### src/rtl/ef_spi_slave_apb_pkg.sv
// Shared register map, status/clear bit positions and config type for the EF_SPI wrappers.
// Latency: none (declarations only).
// Backpressure: not applicable.
package ef_spi_slave_apb_pkg;

    // Register word index, taken from PADDR[7:3]
    localparam logic [4:0] OFF_DATA   = 5'd0;   // 0x00
    localparam logic [4:0] OFF_CFG    = 5'd1;   // 0x08
    localparam logic [4:0] OFF_STATUS = 5'd2;   // 0x10
    localparam logic [4:0] OFF_IM     = 5'd6;   // 0x30
    localparam logic [4:0] OFF_IC     = 5'd7;   // 0x38

    // STATUS bit positions
    localparam int ST_RX_DONE = 0;
    localparam int ST_BUSY    = 1;
    localparam int ST_OVR     = 2;

    // IC / IM bit positions
    localparam int IC_RX_DONE = 0;
    localparam int IC_OVR     = 1;

    localparam logic [31:0] RD_UNMAPPED = 32'hDEAD_BEEF;

    // CFG register layout: bit0 cpol, bit1 cpha
    typedef struct packed {
        logic cpha;
        logic cpol;
    } cfg_t;

    function automatic logic [4:0] reg_idx(input logic [31:0] addr);
        return addr[7:3];
    endfunction

endpackage

### src/rtl/ef_spi_slave_apb_core.sv
// SPI target datapath: pin synchronizers, SCK edge detect, MSB-first shift registers, bit counter.
// Latency: pin change to internal event SYNC_STAGES+1 PCLK; rx_valid is a one-cycle combinational pulse.
// Backpressure: none; the external master owns timing, completed bytes are presented once.
module ef_spi_slave_apb_core
    import ef_spi_slave_apb_pkg::*;
#(
    parameter int SYNC_STAGES = 2
) (
    input  logic       clk,
    input  logic       rst_n,
    input  cfg_t       cfg,
    input  logic [7:0] tx_byte,
    input  logic       sck,
    input  logic       ssn,
    input  logic       mosi,
    output logic       miso,
    output logic       miso_oe,
    output logic       busy,
    output logic       rx_valid,
    output logic [7:0] rx_byte
);

    logic [SYNC_STAGES-1:0] sck_sr;
    logic [SYNC_STAGES-1:0] ssn_sr;
    logic [SYNC_STAGES-1:0] mosi_sr;
    logic                   sck_d;
    logic                   ssn_d;
    logic                   sck_sync;
    logic                   ssn_sync;
    logic                   mosi_sync;
    logic [2:0]             bit_cnt;
    logic [7:0]             rx_shift;
    logic [7:0]             tx_shift;

    // Synchronizer chains plus one extra flop for edge detection; idle is SSn high, SCK low
    always_ff @(posedge clk or negedge rst_n) begin
        if (!rst_n) begin
            sck_sr  <= '0;
            ssn_sr  <= '1;
            mosi_sr <= '0;
            sck_d   <= 1'b0;
            ssn_d   <= 1'b1;
        end else begin
            sck_sr  <= {sck_sr[SYNC_STAGES-2:0], sck};
            ssn_sr  <= {ssn_sr[SYNC_STAGES-2:0], ssn};
            mosi_sr <= {mosi_sr[SYNC_STAGES-2:0], mosi};
            sck_d   <= sck_sync;
            ssn_d   <= ssn_sync;
        end
    end

    assign sck_sync  = sck_sr[SYNC_STAGES-1];
    assign ssn_sync  = ssn_sr[SYNC_STAGES-1];
    assign mosi_sync = mosi_sr[SYNC_STAGES-1];

    logic frame_start;
    logic active;
    logic sck_rise;
    logic sck_fall;
    logic lead_ev;
    logic trail_ev;
    logic sample_ev;
    logic shift_ev;

    // SCK edges only count once the frame has been open for at least a cycle
    assign frame_start = ~ssn_sync & ssn_d;
    assign active      = ~ssn_sync & ~ssn_d;
    assign sck_rise    = sck_sync & ~sck_d;
    assign sck_fall    = ~sck_sync & sck_d;
    assign lead_ev     = active & (cfg.cpol ? sck_fall : sck_rise);
    assign trail_ev    = active & (cfg.cpol ? sck_rise : sck_fall);
    assign sample_ev   = cfg.cpha ? trail_ev : lead_ev;
    assign shift_ev    = cfg.cpha ? lead_ev  : trail_ev;

    assign rx_valid = sample_ev & (bit_cnt == 3'd7);
    assign rx_byte  = {rx_shift[6:0], mosi_sync};
    assign miso_oe  = ~ssn_sync;
    assign busy     = ~ssn_sync;

    // Shift engine: bit_cnt==0 at a shift edge marks a byte boundary, where TX_REG is reloaded
    always_ff @(posedge clk or negedge rst_n) begin
        if (!rst_n) begin
            bit_cnt  <= 3'd0;
            rx_shift <= 8'd0;
            tx_shift <= 8'd0;
            miso     <= 1'b0;
        end else if (frame_start) begin
            bit_cnt  <= 3'd0;
            tx_shift <= tx_byte;
            if (!cfg.cpha) begin
                miso     <= tx_byte[7];
                tx_shift <= {tx_byte[6:0], 1'b0};
            end
        end else if (ssn_sync) begin
            bit_cnt <= 3'd0;
        end else begin
            if (sample_ev) begin
                rx_shift <= {rx_shift[6:0], mosi_sync};
                bit_cnt  <= bit_cnt + 3'd1;
            end
            if (shift_ev) begin
                if (bit_cnt == 3'd0) begin
                    miso     <= tx_byte[7];
                    tx_shift <= {tx_byte[6:0], 1'b0};
                end else begin
                    miso     <= tx_shift[7];
                    tx_shift <= {tx_shift[6:0], 1'b0};
                end
            end
        end
    end

endmodule

### src/rtl/ef_spi_slave_apb.sv
// SPI target with APB register file: TX/RX data, mode config, RX_DONE/OVR flags and maskable IRQ.
// Latency: zero-wait APB; received byte visible in RX_BUF one PCLK after the core's rx_valid.
// Backpressure: none; an unread byte is overwritten and flagged as overrun.
module ef_spi_slave_apb
    import ef_spi_slave_apb_pkg::*;
#(
    parameter int SYNC_STAGES = 2
) (
    input  logic        PCLK,
    input  logic        PRESETn,
    input  logic        PSEL,
    input  logic        PENABLE,
    input  logic        PWRITE,
    input  logic [31:0] PADDR,
    input  logic [31:0] PWDATA,
    output logic [31:0] PRDATA,
    output logic        PREADY,
    output logic        IRQ,
    input  logic        SCK,
    input  logic        SSn,
    input  logic        MOSI,
    output logic        MISO,
    output logic        MISO_OE
);

    logic [7:0] tx_reg;
    cfg_t       cfg;
    logic [1:0] im;
    logic [1:0] ic;
    logic [7:0] rx_buf;
    logic       rx_done;
    logic       ovr;
    logic       busy;
    logic       rx_valid;
    logic [7:0] rx_byte;
    logic [4:0] idx;
    logic       wr;
    logic       ic_wr;
    logic       clr_done;
    logic       clr_ovr;
    logic       unused_bits;

    assign PREADY      = 1'b1;
    assign idx         = reg_idx(PADDR);
    assign wr          = PSEL & PENABLE & PWRITE & PREADY;
    assign ic_wr       = wr & (idx == OFF_IC);
    assign clr_done    = ic_wr & PWDATA[IC_RX_DONE];
    assign clr_ovr     = ic_wr & PWDATA[IC_OVR];
    assign unused_bits = ^{PADDR[31:8], PADDR[2:0], PWDATA[31:8]};

    ef_spi_slave_apb_core #(
        .SYNC_STAGES (SYNC_STAGES)
    ) u_core (
        .clk      (PCLK),
        .rst_n    (PRESETn),
        .cfg      (cfg),
        .tx_byte  (tx_reg),
        .sck      (SCK),
        .ssn      (SSn),
        .mosi     (MOSI),
        .miso     (MISO),
        .miso_oe  (MISO_OE),
        .busy     (busy),
        .rx_valid (rx_valid),
        .rx_byte  (rx_byte)
    );

    // Software-written registers; IC only holds its value for the cycle after the write
    always_ff @(posedge PCLK or negedge PRESETn) begin
        if (!PRESETn) begin
            tx_reg <= 8'd0;
            cfg    <= '0;
            im     <= 2'b00;
            ic     <= 2'b00;
        end else begin
            if (wr && idx == OFF_DATA) tx_reg <= PWDATA[7:0];
            if (wr && idx == OFF_CFG)  cfg    <= cfg_t'(PWDATA[1:0]);
            if (wr && idx == OFF_IM)   im     <= PWDATA[1:0];
            ic <= ic_wr ? PWDATA[1:0] : 2'b00;
        end
    end

    // Receive buffer and sticky flags; a new byte beats a same-cycle clear
    always_ff @(posedge PCLK or negedge PRESETn) begin
        if (!PRESETn) begin
            rx_buf  <= 8'd0;
            rx_done <= 1'b0;
            ovr     <= 1'b0;
        end else begin
            if (rx_valid) rx_buf <= rx_byte;
            rx_done <= rx_valid | (rx_done & ~clr_done);
            ovr     <= (rx_valid & rx_done) | (ovr & ~clr_ovr);
        end
    end

    assign IRQ = (im[IC_RX_DONE] & rx_done) | (im[IC_OVR] & ovr);

    // Combinational read mux
    always_comb begin
        PRDATA = RD_UNMAPPED;
        case (idx)
            OFF_DATA:   PRDATA = {24'd0, rx_buf};
            OFF_CFG:    PRDATA = {30'd0, cfg};
            OFF_STATUS: PRDATA = {29'd0, ovr, busy, rx_done};
            OFF_IM:     PRDATA = {30'd0, im};
            OFF_IC:     PRDATA = {30'd0, ic};
            default:    PRDATA = RD_UNMAPPED;
        endcase
    end

endmodule

### config.mk
export PLATFORM = sky130hd
export DESIGN_NAME = ef_spi_slave_apb
export DESIGN_NICKNAME = d
export VERILOG_FILES = /design/src/rtl/ef_spi_slave_apb_pkg.sv /design/src/rtl/ef_spi_slave_apb_core.sv /design/src/rtl/ef_spi_slave_apb.sv
export SDC_FILE = /design/constraint.sdc
export NUM_CORES = 1
export LEC_CHECK = 0
export BUFFER_PORTS_ARGS = -buffer_cell sky130_fd_sc_hd__buf_2
export CAP_MARGIN = 10
export CORE_MARGIN = 2
export CORE_UTILIZATION = 48
export CTS_CLUSTER_SIZE = 40
export DETAILED_ROUTE_END_ITERATION = 10
export HOLD_SLACK_MARGIN = 0.1
export PLACE_DENSITY = 0.8
export SLEW_MARGIN = 20
export SYNTH_ARGS = -nofsm -noshare
export SYNTH_HDL_FRONTEND = slang
export SYNTH_SLANG_ARGS = --single-unit
### constraint.sdc
create_clock -name PCLK -period 3.2 [get_ports PCLK]
set_input_delay 0.64 -clock PCLK [delete_from_list [all_inputs] [get_ports PCLK]]
set_output_delay 0.64 -clock PCLK [all_outputs]
set_load 0.005 [all_outputs]
== Yosys cells after proc, flatten, opt, wreduce, memory -nomap -nowiden ==
Index checks and enable logic that the tools add are counted.
Word-level totals
  output and inout port bits: 36
  logic and storage cells: 81
  register bits: 51
Operators by class
  muxes and demuxes: 19
  reduce and logical (&&, ||, !) cells: 10
  equality and inequality tests: 7
  $add $sub $neg: 1
  bitwise gates (word level): 27
Operator list (count)
  $pmux W32 S5: 1
  $mux W8: 5
  $and A1 B1 Y1: 17
  $eq A5 B3 Y1 const B: 2
  $mux W1: 9
  $mux W3: 3
  $not A1 Y1: 7
  $reduce_and A3 Y1: 2
  $eq A5 B1 Y1 const B: 1
  $eq A5 B2 Y1 const B: 1
  $logic_not A5 Y1: 1
  $ne A2 B2 Y1 const B: 2
  $add A3 B1 Y3 const B: 1
  $eq A3 B3 Y1 const B: 1
  $logic_and A1 B1 Y1: 3
  $logic_not A3 Y1: 1
  $or A1 B1 Y1: 3
  $reduce_bool A3 Y1: 1
  $mux W2: 1
  $reduce_and A2 Y1: 1
  $reduce_bool A2 Y1: 1

== Depth between registers and ports, before layout ==
Gate-level depths: netlist (run 1).
  depth in word-level cells: 8
  gate-level depth with buffers: 7
  depth with buffers taken out: 6

== By module ==
Synthesis (run 1) repeated with hierarchy kept, for this count alone.
Unflattened totals
  cell total of the unflattened synthesis: 224
  area, all modules: 2676.3 um2
By module, submodules not included
  ef_spi_slave_apb: seq. area each 600.6 um2, area an instance 1345.0 um2, cells an instance 124, times used 1
  ef_spi_slave_apb_core: seq. area each 679.4 um2, area an instance 1331.3 um2, cells an instance 100, times used 1

== Least setup slack after synthesis (run 1) ==
OpenSTA, ideal clock, no wires.
  path type: input to output
  start: in PADDR[4]
  end: out PRDATA[10]
  arrival: 2291 ps
  setup slack: 269 ps
  stages on the path: 4
  buffers on the path: 3
  cell sequence: clkbuf_1 -> clkbuf_1 -> o21ai_0 -> buf_4
On the way
  longest elaborated chain between the ends: 2
  elaborated cells between the ends (all ways): 6
  classes of those cells: 4 x eq/ne; 1 x mux; 1 x reduce/logical
Ends and longest elaborated chain
  start, declared: RTL line ef_spi_slave_apb.sv:14  | input logic [31:0] PADDR,
  $eq A5 B3 Y1 (tied with other cells): RTL line ef_spi_slave_apb.sv:101  | case (idx)
  $pmux W32 S5 (*): RTL line ef_spi_slave_apb.sv:101
  end, declared: RTL line ef_spi_slave_apb.sv:16  | output logic [31:0] PRDATA,
Every way passes the cells marked *; elsewhere a longest branch is shown, timed or not.

== Worst setup path in the final report (run 1) ==
  start: in PADDR[4]
  end: out PRDATA[9]
Same word-level chain as after synthesis.

==> flow_summary.html, run 1 <==
<table>
<tr><th>Metric</th><th>Value</th></tr>
<tr><th colspan="2">Run status</th></tr>
<tr><td>Run status</td><td>finished, final reports clean</td></tr>
<tr><th colspan="2">GRT</th></tr>
<tr><td>Largest net degree at the start of global routing</td><td>52</td></tr>
<tr><td>Number of antenna violations at the first check in global routing</td><td>0</td></tr>
<tr><td>Total global routing track utilization</td><td>roughly 16%</td></tr>
<tr><td>Vias in the first global route</td><td>roughly 1600</td></tr>
<tr><td>Overall overflow remaining after global route</td><td>0</td></tr>
<tr><td>First-pass GRT wire length</td><td>between 7000 and 8000 um</td></tr>
<tr><th colspan="2">Critical path</th></tr>
<tr><td>Type of destination of the critical path</td><td>primary output</td></tr>
<tr><td>Critical setup path kind</td><td>input port to primary output</td></tr>
<tr><td>Arrival time worst endpoint</td><td>slightly below 2 ns</td></tr>
<tr><td>Cell with the most instances on the worst path</td><td>sky130_fd_sc_hd__buf_2</td></tr>
<tr><td>Setup slack on the worst flop-to-flop path</td><td>approximately 1 ns</td></tr>
<tr><td>FF-to-FF Start</td><td>cfg[1]$_DFFE_PN0P_</td></tr>
<tr><td>Critical path's largest stage delay</td><td>roughly 0.40 ns</td></tr>
<tr><td>Top fanout value on the critical path</td><td>18</td></tr>
<tr><td>Reg-to-reg endpoint</td><td>rx_buf[6]$_DFFE_PN0P_</td></tr>
<tr><td>Critical-path cell with the highest stage delay</td><td>sky130_fd_sc_hd__o21ai_1</td></tr>
<tr><td>Cells traversed along the worst timing path</td><td>buf_2 &gt; nand2_1 &gt; o21a_1 &gt; o21ai_1 &gt; buf_2</td></tr>
<tr><td>Worst-case reg-to-reg path depth</td><td>5</td></tr>
<tr><td>Nature of the critical path startpoint</td><td>input port</td></tr>
<tr><td>Worst path required time</td><td>roughly 2.6 ns</td></tr>
<tr><th colspan="2">Detailed routing</th></tr>
<tr><td>Router iterations before antenna repair</td><td>7</td></tr>
<tr><td>Number of remaining DRC errors</td><td>0</td></tr>
<tr><td>Routed len/inst</td><td>approximately 14 um</td></tr>
<tr><td>Vias per cell</td><td>around 5.2</td></tr>
<tr><td>Count of nets left with antenna violations after detail routing</td><td>0</td></tr>
<tr><td>Total wire length after detailed routing</td><td>roughly 4500 um</td></tr>
<tr><td>Total via count in the routed design</td><td>~1700</td></tr>
<tr><td>Violation count after the first detailed-route iteration</td><td>about 160</td></tr>
<tr><th colspan="2">Floorplanning</th></tr>
<tr><td>Die Area</td><td>6000 um2</td></tr>
<tr><td>Starting utilization of the core area</td><td>50.1%</td></tr>
<tr><td>Die outline height</td><td>just under 80 um</td></tr>
<tr><td>Std-Cell Rows</td><td>26</td></tr>
<tr><td>CORE AREA</td><td>around 5200 um2</td></tr>
<tr><td>Number of ports placed on the die boundary</td><td>roughly 110</td></tr>
<tr><td>Chip Width</td><td>between 70 and 80 um</td></tr>
<tr><th colspan="2">Pwr</th></tr>
<tr><td>LEAKAGE</td><td>0.00138 uW</td></tr>
<tr><td>Power per unit of standard cell area</td><td>~460 nW/um2</td></tr>
<tr><td>Overall power consumption</td><td>between 1000 and 1500 uW</td></tr>
<tr><td>Peak supply drop</td><td>approximately 0.00027 V</td></tr>
<tr><th colspan="2">Clock network</th></tr>
<tr><td>Clock network latency to the later pin of the worst-skew pair</td><td>0.31 ns</td></tr>
<tr><td>Clock net sink count</td><td>slightly above 50</td></tr>
<tr><td>Number of buffers on the longest clock path</td><td>2</td></tr>
<tr><td>Clock transition at path regs</td><td>approximately 0.09 ns</td></tr>
<tr><td>Clock tree from TritonCTS</td><td>yes</td></tr>
<tr><td>CTS root buffer</td><td>sky130_fd_sc_hd__clkbuf_8</td></tr>
<tr><td>Clock buffers created by TritonCTS</td><td>5</td></tr>
<tr><td>Total setup buffers inserted after CTS</td><td>0</td></tr>
<tr><td>Cells resized by post-CTS repair</td><td>0</td></tr>
<tr><td>Hold-fix buffers, CTS</td><td>0</td></tr>
<tr><td>Max H-tree Level</td><td>2</td></tr>
<tr><th colspan="2">Logic synthesis</th></tr>
<tr><td>Share of flip-flops with an asynchronous set or reset</td><td>100%</td></tr>
<tr><td>Mean post-synth cell area</td><td>~12 um2</td></tr>
<tr><td>Post-synth top area share</td><td>between 40 and 50%</td></tr>
<tr><td>Post-synth EDFFs</td><td>0</td></tr>
<tr><td>Leading cell type by number of instances after synthesis</td><td>sky130_fd_sc_hd__dfrtp_1</td></tr>
<tr><td>Synth top area cells</td><td>sky130_fd_sc_hd__dfrtp_1 46%, sky130_fd_sc_hd__mux2_2 8.7%, sky130_fd_sc_hd__buf_4 7.2%</td></tr>
<tr><td>Warnings from Yosys</td><td>0</td></tr>
<tr><td>Total of flip-flops plus latches after synthesis</td><td>between 50 and 60</td></tr>
<tr><td>Post-synth cell types</td><td>42</td></tr>
<tr><td>Part of the Yosys area used for sequential elements</td><td>49.4%</td></tr>
<tr><td>Top cell type by total area after synthesis</td><td>sky130_fd_sc_hd__dfrtp_1</td></tr>
<tr><td>Area of the mapped netlist</td><td>roughly 2600 um2</td></tr>
<tr><td>Commonest cells in the synthesized netlist</td><td>48 x sky130_fd_sc_hd__dfrtp_1, 25 x sky130_fd_sc_hd__buf_4, 21 x sky130_fd_sc_hd__inv_1</td></tr>
<tr><td>Most used flip-flop cell after synthesis</td><td>sky130_fd_sc_hd__dfrtp_1</td></tr>
<tr><td>Post-Synthesis Cells</td><td>~220</td></tr>
<tr><th colspan="2">Final layout</th></tr>
<tr><td>Fill cell instance count of the final layout</td><td>between 400 and 500</td></tr>
<tr><td>Layout cell share with drive strength beyond 1</td><td>a little under two fifths</td></tr>
<tr><td>Count of non-filler cells in the finished layout</td><td>roughly 320</td></tr>
<tr><td>Antenna Diode Count</td><td>0</td></tr>
<tr><td>P&amp;R area growth vs syn</td><td>8.64%</td></tr>
<tr><td>Final nets</td><td>roughly 330</td></tr>
<tr><td>Final design utilization</td><td>between 50% and 60%</td></tr>
<tr><th colspan="2">Place</th></tr>
<tr><td>Routability Congestion</td><td>roughly 0.8</td></tr>
<tr><td>IO Port Bufs</td><td>48</td></tr>
<tr><td>Placed Cells incl. Taps</td><td>around 320</td></tr>
<tr><td>Detailed-placement wirelength estimate</td><td>3230 um</td></tr>
<tr><th colspan="2">Timing</th></tr>
<tr><td>Total Negative Setup Slacks</td><td>0 ns</td></tr>
<tr><td>Final hold violations</td><td>0</td></tr>
<tr><td>Peak clock frequency supported by timing</td><td>approximately 390 MHz</td></tr>
<tr><td>Max-slew violation count</td><td>0</td></tr>
<tr><td>Slew of the pin with the lowest slew margin</td><td>between 0.7 and 0.8 ns</td></tr>
<tr><td>Max_slew headroom</td><td>between 50% and 60%</td></tr>
<tr><td>Setup clock skew after layout</td><td>0.00540 ns</td></tr>
<tr><td>Period utilization</td><td>roughly four fifths</td></tr>
<tr><td>Setup-failing EPs final</td><td>0</td></tr>
<tr><td>Time the final worst path needs with I/O delays and setup</td><td>2.58 ns</td></tr>
<tr><td>RSZ-0062 raised after global routing</td><td>false</td></tr>
<tr><th colspan="2">Worst hold path</th></tr>
<tr><td>Path class of the lowest-slack min-delay path</td><td>input port to asynchronous set/reset pin</td></tr>
<tr><th colspan="2">Run</th></tr>
<tr><td>Number of violations of the max-capacitance limit</td><td>0</td></tr>
</table>
[power by group]
part           leakage (uW)  switching [uW]  internal, uW
registers          0.000667            49.2           708
logic              0.000666            84.7          93.2
clock network     0.0000483             217           154
[cells in the final DEF, fill, tap and decap left out, types with 2 or more instances in the layout]
cell type,netlist,layout
sky130_fd_sc_hd__dfstp_2,3,3
sky130_fd_sc_hd__o21ai_0,12,11
sky130_fd_sc_hd__ha_1,3,3
sky130_fd_sc_hd__mux2_2,20,20
sky130_fd_sc_hd__o22ai_1,3,3
sky130_fd_sc_hd__clkbuf_8,0,5
sky130_fd_sc_hd__nand2_1,6,6
sky130_fd_sc_hd__nor2_1,3,3
sky130_fd_sc_hd__a22o_1,3,3
sky130_fd_sc_hd__a222oi_1,7,7
sky130_fd_sc_hd__mux2_4,8,8
sky130_fd_sc_hd__mux2i_1,11,11
sky130_fd_sc_hd__dfrtp_1,48,48
sky130_fd_sc_hd__a21oi_1,6,6
sky130_fd_sc_hd__nor2b_1,2,2
sky130_fd_sc_hd__inv_1,21,21
sky130_fd_sc_hd__and3_1,2,2
sky130_fd_sc_hd__buf_2,2,47
sky130_fd_sc_hd__clkinv_2,0,2
sky130_fd_sc_hd__or4_1,2,2
sky130_fd_sc_hd__nand3_1,4,4
sky130_fd_sc_hd__nor4b_2,2,2
sky130_fd_sc_hd__conb_1,2,8
sky130_fd_sc_hd__nor3_1,2,2
sky130_fd_sc_hd__buf_4,25,3
sky130_fd_sc_hd__o211ai_1,2,2
sky130_fd_sc_hd__o311ai_0,2,2
sky130_fd_sc_hd__nand2b_1,2,2
[final cells by class]
type	instances	area, um2	area share, %
multi-input cells	123	1020	36.4
flip-flops and latches	51	1280	45.4
repair buffers	50	258	9.15
clock buffers	5	68.8	2.44
inverters	21	78.8	2.80
clock inverters	3	18.8	0.666
well taps	70	87.6	3.11
[how the worst max path moves through the flow]
| stage | from | to | slack [ns] |
|---|---|---|---|
| detailed placement | PADDR[5] | PRDATA[9] | 0.41 |
| CTS | PADDR[5] | PRDATA[9] | 0.40 |
| global placement | PADDR[5] | PRDATA[13] | 0.50 |
| floorplan | PADDR[4] | PRDATA[10] | 0.27 |
| global route | PADDR[4] | PRDATA[31] | 0.48 |
| finish | PADDR[4] | PRDATA[9] | 0.62 |
[routing by layer]
metal	part of all wire [%]	GRT usage, %
met3	4.2	3.14
met2	47	25.2
met5	0	0
met4	2.2	7.32
met1	47	22.5
[through the flow]
stage | setup WS (ns) | hold slack [ns] | instance area (um2)
2_1_floorplan | 0.269 | 0.331 | 2620
3_3_place_gp | 0.502 | 0.333 | 2730
3_5_place_dp | 0.406 | 0.335 | 2730
4_1_cts | 0.396 | 0.357 | 2810
5_1_grt | 0.481 | 0.365 | 2820
6_report | 0.623 | 0.326 | 2820
[worst max-delay path, delay by kind of cell]
kind / cells / cell delay, ns
AOI/OAI and AO/OA: 2 / 0.64
and+or+nand+nor: 1 / 0.15
buffers and inverters: 2 / 0.50
[cells by family (layout without fill, tap and decap cells)]
kind of cell / Yosys count / after routing / synth area share [%]
buffers and inverters: 55 / 79 / 12.0
muxes: 41 / 41 / 18.5
AOI/OAI and AO/OA: 39 / 39 / 10.4
xor gates and xnor gates: 1 / 1 / 0.628
other: 2 / 8 / 0.290
adders and majority gates: 3 / 3 / 1.45
and+or+nand+nor: 31 / 31 / 7.34
DFF: 51 / 51 / 49.4
Power figures use the tool's default switching activity.
==> inputs of run 2 (changes only) <==
- CORE_UTILIZATION: 48 -> 43
- PLACE_DENSITY: 0.8 -> 0.76
- clock period: 3.2 -> 2.1 ns (I/O delays scaled with it)
==> flow_summary.html, run 2 (synthesis results as in run 1) <==
<table>
<tr><th>Metric</th><th>Value</th></tr>
<tr><th colspan="2">Final layout</th></tr>
<tr><td>Commonest non-fill, non-tap cells in the layout</td><td>48 x sky130_fd_sc_hd__dfrtp_1, 48 x sky130_fd_sc_hd__buf_2, 21 x sky130_fd_sc_hd__inv_1, 20 x sky130_fd_sc_hd__mux2_2</td></tr>
<tr><td>Layout cell share with drive strength beyond 1</td><td>38.7% (+1.1 points)</td></tr>
<tr><td>Final nets</td><td>330 (+0.92%)</td></tr>
<tr><td>Antenna Diode Count</td><td>0 (unchanged)</td></tr>
<tr><td>Non-Filler Cell Area, Final</td><td>2860 um2 (+1.5%)</td></tr>
<tr><td>P&amp;R area growth vs syn</td><td>10.2%</td></tr>
<tr><th colspan="2">Timing</th></tr>
<tr><td>Setup clock skew after layout</td><td>0.0119 ns (+0.00649 ns)</td></tr>
<tr><td>RSZ-0062 raised after global routing</td><td>false</td></tr>
<tr><td>Peak clock frequency supported by timing</td><td>roughly 520 MHz</td></tr>
<tr><td>Max-slew violation count</td><td>0 (unchanged)</td></tr>
<tr><td>Max_slew headroom</td><td>59.4% (+7.6 points)</td></tr>
<tr><td>Final critical-path setup slack</td><td>0.168 ns (-0.455 ns)</td></tr>
<tr><td>Time the final worst path needs with I/O delays and setup</td><td>1.93 ns</td></tr>
<tr><td>Slew of the pin with the lowest slew margin</td><td>0.609 ns (-0.109 ns)</td></tr>
<tr><td>Period utilization</td><td>about nine tenths</td></tr>
<tr><td>Setup-failing EPs final</td><td>0 (unchanged)</td></tr>
<tr><td>Final hold violations</td><td>0 (unchanged)</td></tr>
<tr><td>Total Negative Setup Slacks</td><td>0 ns (unchanged)</td></tr>
<tr><th colspan="2">Clock network</th></tr>
<tr><td>Clock transition at path regs</td><td>0.09 ns (about the same)</td></tr>
<tr><td>Clock tree from TritonCTS</td><td>yes</td></tr>
<tr><td>Clock buffers created by TritonCTS</td><td>5 (unchanged)</td></tr>
<tr><td>CTS root buffer</td><td>sky130_fd_sc_hd__clkbuf_8</td></tr>
<tr><td>Total setup buffers inserted after CTS</td><td>0 (unchanged)</td></tr>
<tr><td>Clock net sink count</td><td>51 (unchanged)</td></tr>
<tr><td>Max H-tree Level</td><td>2 (unchanged)</td></tr>
<tr><td>Clock network latency to the later pin of the worst-skew pair</td><td>0.30 ns (about the same)</td></tr>
<tr><td>Number of buffers on the longest clock path</td><td>2 (unchanged)</td></tr>
<tr><th colspan="2">Detailed routing</th></tr>
<tr><td>Count of nets left with antenna violations after detail routing</td><td>0 (unchanged)</td></tr>
<tr><td>Routed len/inst</td><td>13.3 um (-4.6%)</td></tr>
<tr><td>Router iterations before antenna repair</td><td>7 (unchanged)</td></tr>
<tr><td>Total wire length after detailed routing</td><td>4400 um (-2.3%)</td></tr>
<tr><td>Total via count in the routed design</td><td>1677 (-0.53%)</td></tr>
<tr><td>Violation count after the first detailed-route iteration</td><td>114 (-30%)</td></tr>
<tr><td>Vias per cell</td><td>5.07 (-2.9%)</td></tr>
<tr><td>Number of remaining DRC errors</td><td>0 (unchanged)</td></tr>
<tr><th colspan="2">Critical path</th></tr>
<tr><td>Cell with the most instances on the worst path</td><td>sky130_fd_sc_hd__buf_2</td></tr>
<tr><td>Top fanout value on the critical path</td><td>17 (-1)</td></tr>
<tr><td>Number of stages on the worst setup path</td><td>6 (+1)</td></tr>
<tr><td>Worst-case reg-to-reg path depth</td><td>4 (-1)</td></tr>
<tr><td>Buf/Inv on CP</td><td>3 (+1)</td></tr>
<tr><td>Critical-path cell with the highest stage delay</td><td>sky130_fd_sc_hd__nor2_1</td></tr>
<tr><td>Critical setup path kind</td><td>input port to primary output</td></tr>
<tr><td>Arrival time worst endpoint</td><td>1.51 ns (-0.43 ns)</td></tr>
<tr><td>Nature of the critical path startpoint</td><td>input port</td></tr>
<tr><td>Critical path's largest stage delay</td><td>0.26 ns (-0.14 ns)</td></tr>
<tr><td>Type of destination of the critical path</td><td>primary output</td></tr>
<tr><td>Largest delay contributor family on the critical path</td><td>buffers and inverters</td></tr>
<tr><td>Cells traversed along the worst timing path</td><td>buf_2 &gt; nor2_1 &gt; buf_4 &gt; o21a_1 &gt; o21ai_2 &gt; buf_2</td></tr>
<tr><td>Worst path required time</td><td>1.68 ns (-0.88 ns)</td></tr>
<tr><th colspan="2">Pwr</th></tr>
<tr><td>Power per unit of standard cell area</td><td>708 nW/um2 (+53%)</td></tr>
<tr><td>LEAKAGE</td><td>0.00139 uW (+0.90%)</td></tr>
<tr><td>Peak supply drop</td><td>0.000283 V (+4.3%)</td></tr>
<tr><td>Overall power consumption</td><td>2020 uW (+55%)</td></tr>
<tr><th colspan="2">GRT</th></tr>
<tr><td>Largest net degree at the start of global routing</td><td>52 (unchanged)</td></tr>
<tr><td>Total global routing track utilization</td><td>14.4% (-1.9 points)</td></tr>
<tr><td>Overall overflow remaining after global route</td><td>0 (unchanged)</td></tr>
<tr><td>First-pass GRT wire length</td><td>7490 um (-4.1%)</td></tr>
<tr><td>Vias in the first global route</td><td>1607 (-1.1%)</td></tr>
<tr><td>Number of antenna violations at the first check in global routing</td><td>0 (unchanged)</td></tr>
<tr><th colspan="2">Run status</th></tr>
<tr><td>Run status</td><td>finished, final reports clean</td></tr>
<tr><th colspan="2">Floorplanning</th></tr>
<tr><td>Starting utilization of the core area</td><td>44.0% (-6.1 points)</td></tr>
<tr><td>CORE AREA</td><td>5890 um2 (+14%)</td></tr>
<tr><td>Number of ports placed on the die boundary</td><td>108 (unchanged)</td></tr>
<tr><td>Chip Width</td><td>81.6 um (+5.4%)</td></tr>
<tr><td>Die outline height</td><td>81.6 um (+5.4%)</td></tr>
<tr><td>Std-Cell Rows</td><td>28 (+7.7%)</td></tr>
<tr><td>Die Area</td><td>6670 um2 (+11%)</td></tr>
<tr><th colspan="2">Place</th></tr>
<tr><td>Dpl cell area</td><td>2760 um2 (+1.2%)</td></tr>
<tr><td>Routability Congestion</td><td>0.737 (-8.0%)</td></tr>
<tr><td>Detailed-placement wirelength estimate</td><td>3200 um (-0.95%)</td></tr>
<tr><td>IO Port Bufs</td><td>48 (unchanged)</td></tr>
<tr><td>Dpl ws</td><td>0.153 ns (-0.253 ns)</td></tr>
<tr><th colspan="2">Worst hold path</th></tr>
<tr><td>Path class of the lowest-slack min-delay path</td><td>input port to asynchronous set/reset pin</td></tr>
<tr><th colspan="2">Run</th></tr>
<tr><td>Number of violations of the max-capacitance limit</td><td>0 (unchanged)</td></tr>
</table>
==> run 2: cell count changes in the layout (fill, tap and decap cells not counted) <==
cell                         delta
sky130_fd_sc_hd__clkbuf_8       +1
sky130_fd_sc_hd__o21ai_2        +1
sky130_fd_sc_hd__buf_4          +2
sky130_fd_sc_hd__buf_2          +1
sky130_fd_sc_hd__o21ai_1        -1
sky130_fd_sc_hd__clkinv_4       +1
sky130_fd_sc_hd__clkinv_2       -2
sky130_fd_sc_hd__inv_6          -1
sky130_fd_sc_hd__clkinvlp_4     +1
sky130_fd_sc_hd__o311ai_0       -1
sky130_fd_sc_hd__o311ai_1       +1
==> run 2: path summary, 6_finish.rpt <==
path,from,to,slack [ns]
worst max register to register,u_core.ssn_sr[1]$_DFF_PN1_,u_core.miso$_DFFE_PN0P_,0.30
max in group asynchronous,PRESETn,rx_buf[7]$_DFFE_PN0P_,1.48
min in group PCLK,SSn,u_core.ssn_sr[0]$_DFF_PN1_,0.21
worst max-delay path,PADDR[6],PRDATA[15],0.17
worst min register to register,u_core.mosi_sr[0]$_DFF_PN0_,u_core.mosi_sr[1]$_DFF_PN0_,0.36
worst min-delay path,PRESETn,u_core.sck_sr[0]$_DFF_PN0_,0.21
==> run 2: where the power goes <==
part	switching, uW	internal (uW)	total, uW	leakage, uW
Clock	330	269	599	0.0000474
Combinational	128	144	272	0.000679
Sequential	73.8	1080	1150	0.000667
Total	532	1490	2020	0.00139
==> run 2: through the flow <==
| stage | hold slack [ns] | instances | utilization (%) |
|---|---|---|---|
| after floorplan | 0.124 | 229 | - |
| after global placement | 0.334 | 323 | 46.9 |
| after detailed placement | 0.336 | 323 | 46.9 |
| after CTS | 0.195 | 331 | 48.6 |
| after global routing | 0.188 | 331 | 48.6 |
| final | 0.208 | 331 | 48.6 |
==> run 2: layout make-up <==
cell class,instances,area (um2)
Clock buffer,6,82.6
Clock inverter,2,16.3
Fill cell,556,3030
Inverter,21,78.8
Multi-Input combinational cell,123,1030
Sequential cell,51,1280
Tap cell,75,93.8
Timing Repair Buffer,53,278
==> run 2: worst register-to-register path, cell delays in order (launching register included) <==
cell                       delay [ns]
sky130_fd_sc_hd__dfstp_2         0.63
sky130_fd_sc_hd__nand2b_1        0.16
sky130_fd_sc_hd__and2_1          0.30
sky130_fd_sc_hd__mux2_1          0.35
sky130_fd_sc_hd__mux2_2          0.26
==> run 2: layer usage <==
metal / up-vias / global-route usage, % / wire, um
met2: 41 / 23.3 / 2140
met1: 814 / 20.0 / 2050
met3: 2 / 2.42 / 184
met5: - / 0 / 0
met4: 0 / 4.50 / 22
li1: 820 / - / -
==> run 2: timing repair <==
action / 4_1_cts / 5_1_grt
setup endpoints to repair: 0 / 1
gates resized for setup: 0 / 1
hold buffers: 0 / 0
endpoints found under the hold margin: 0 / 0
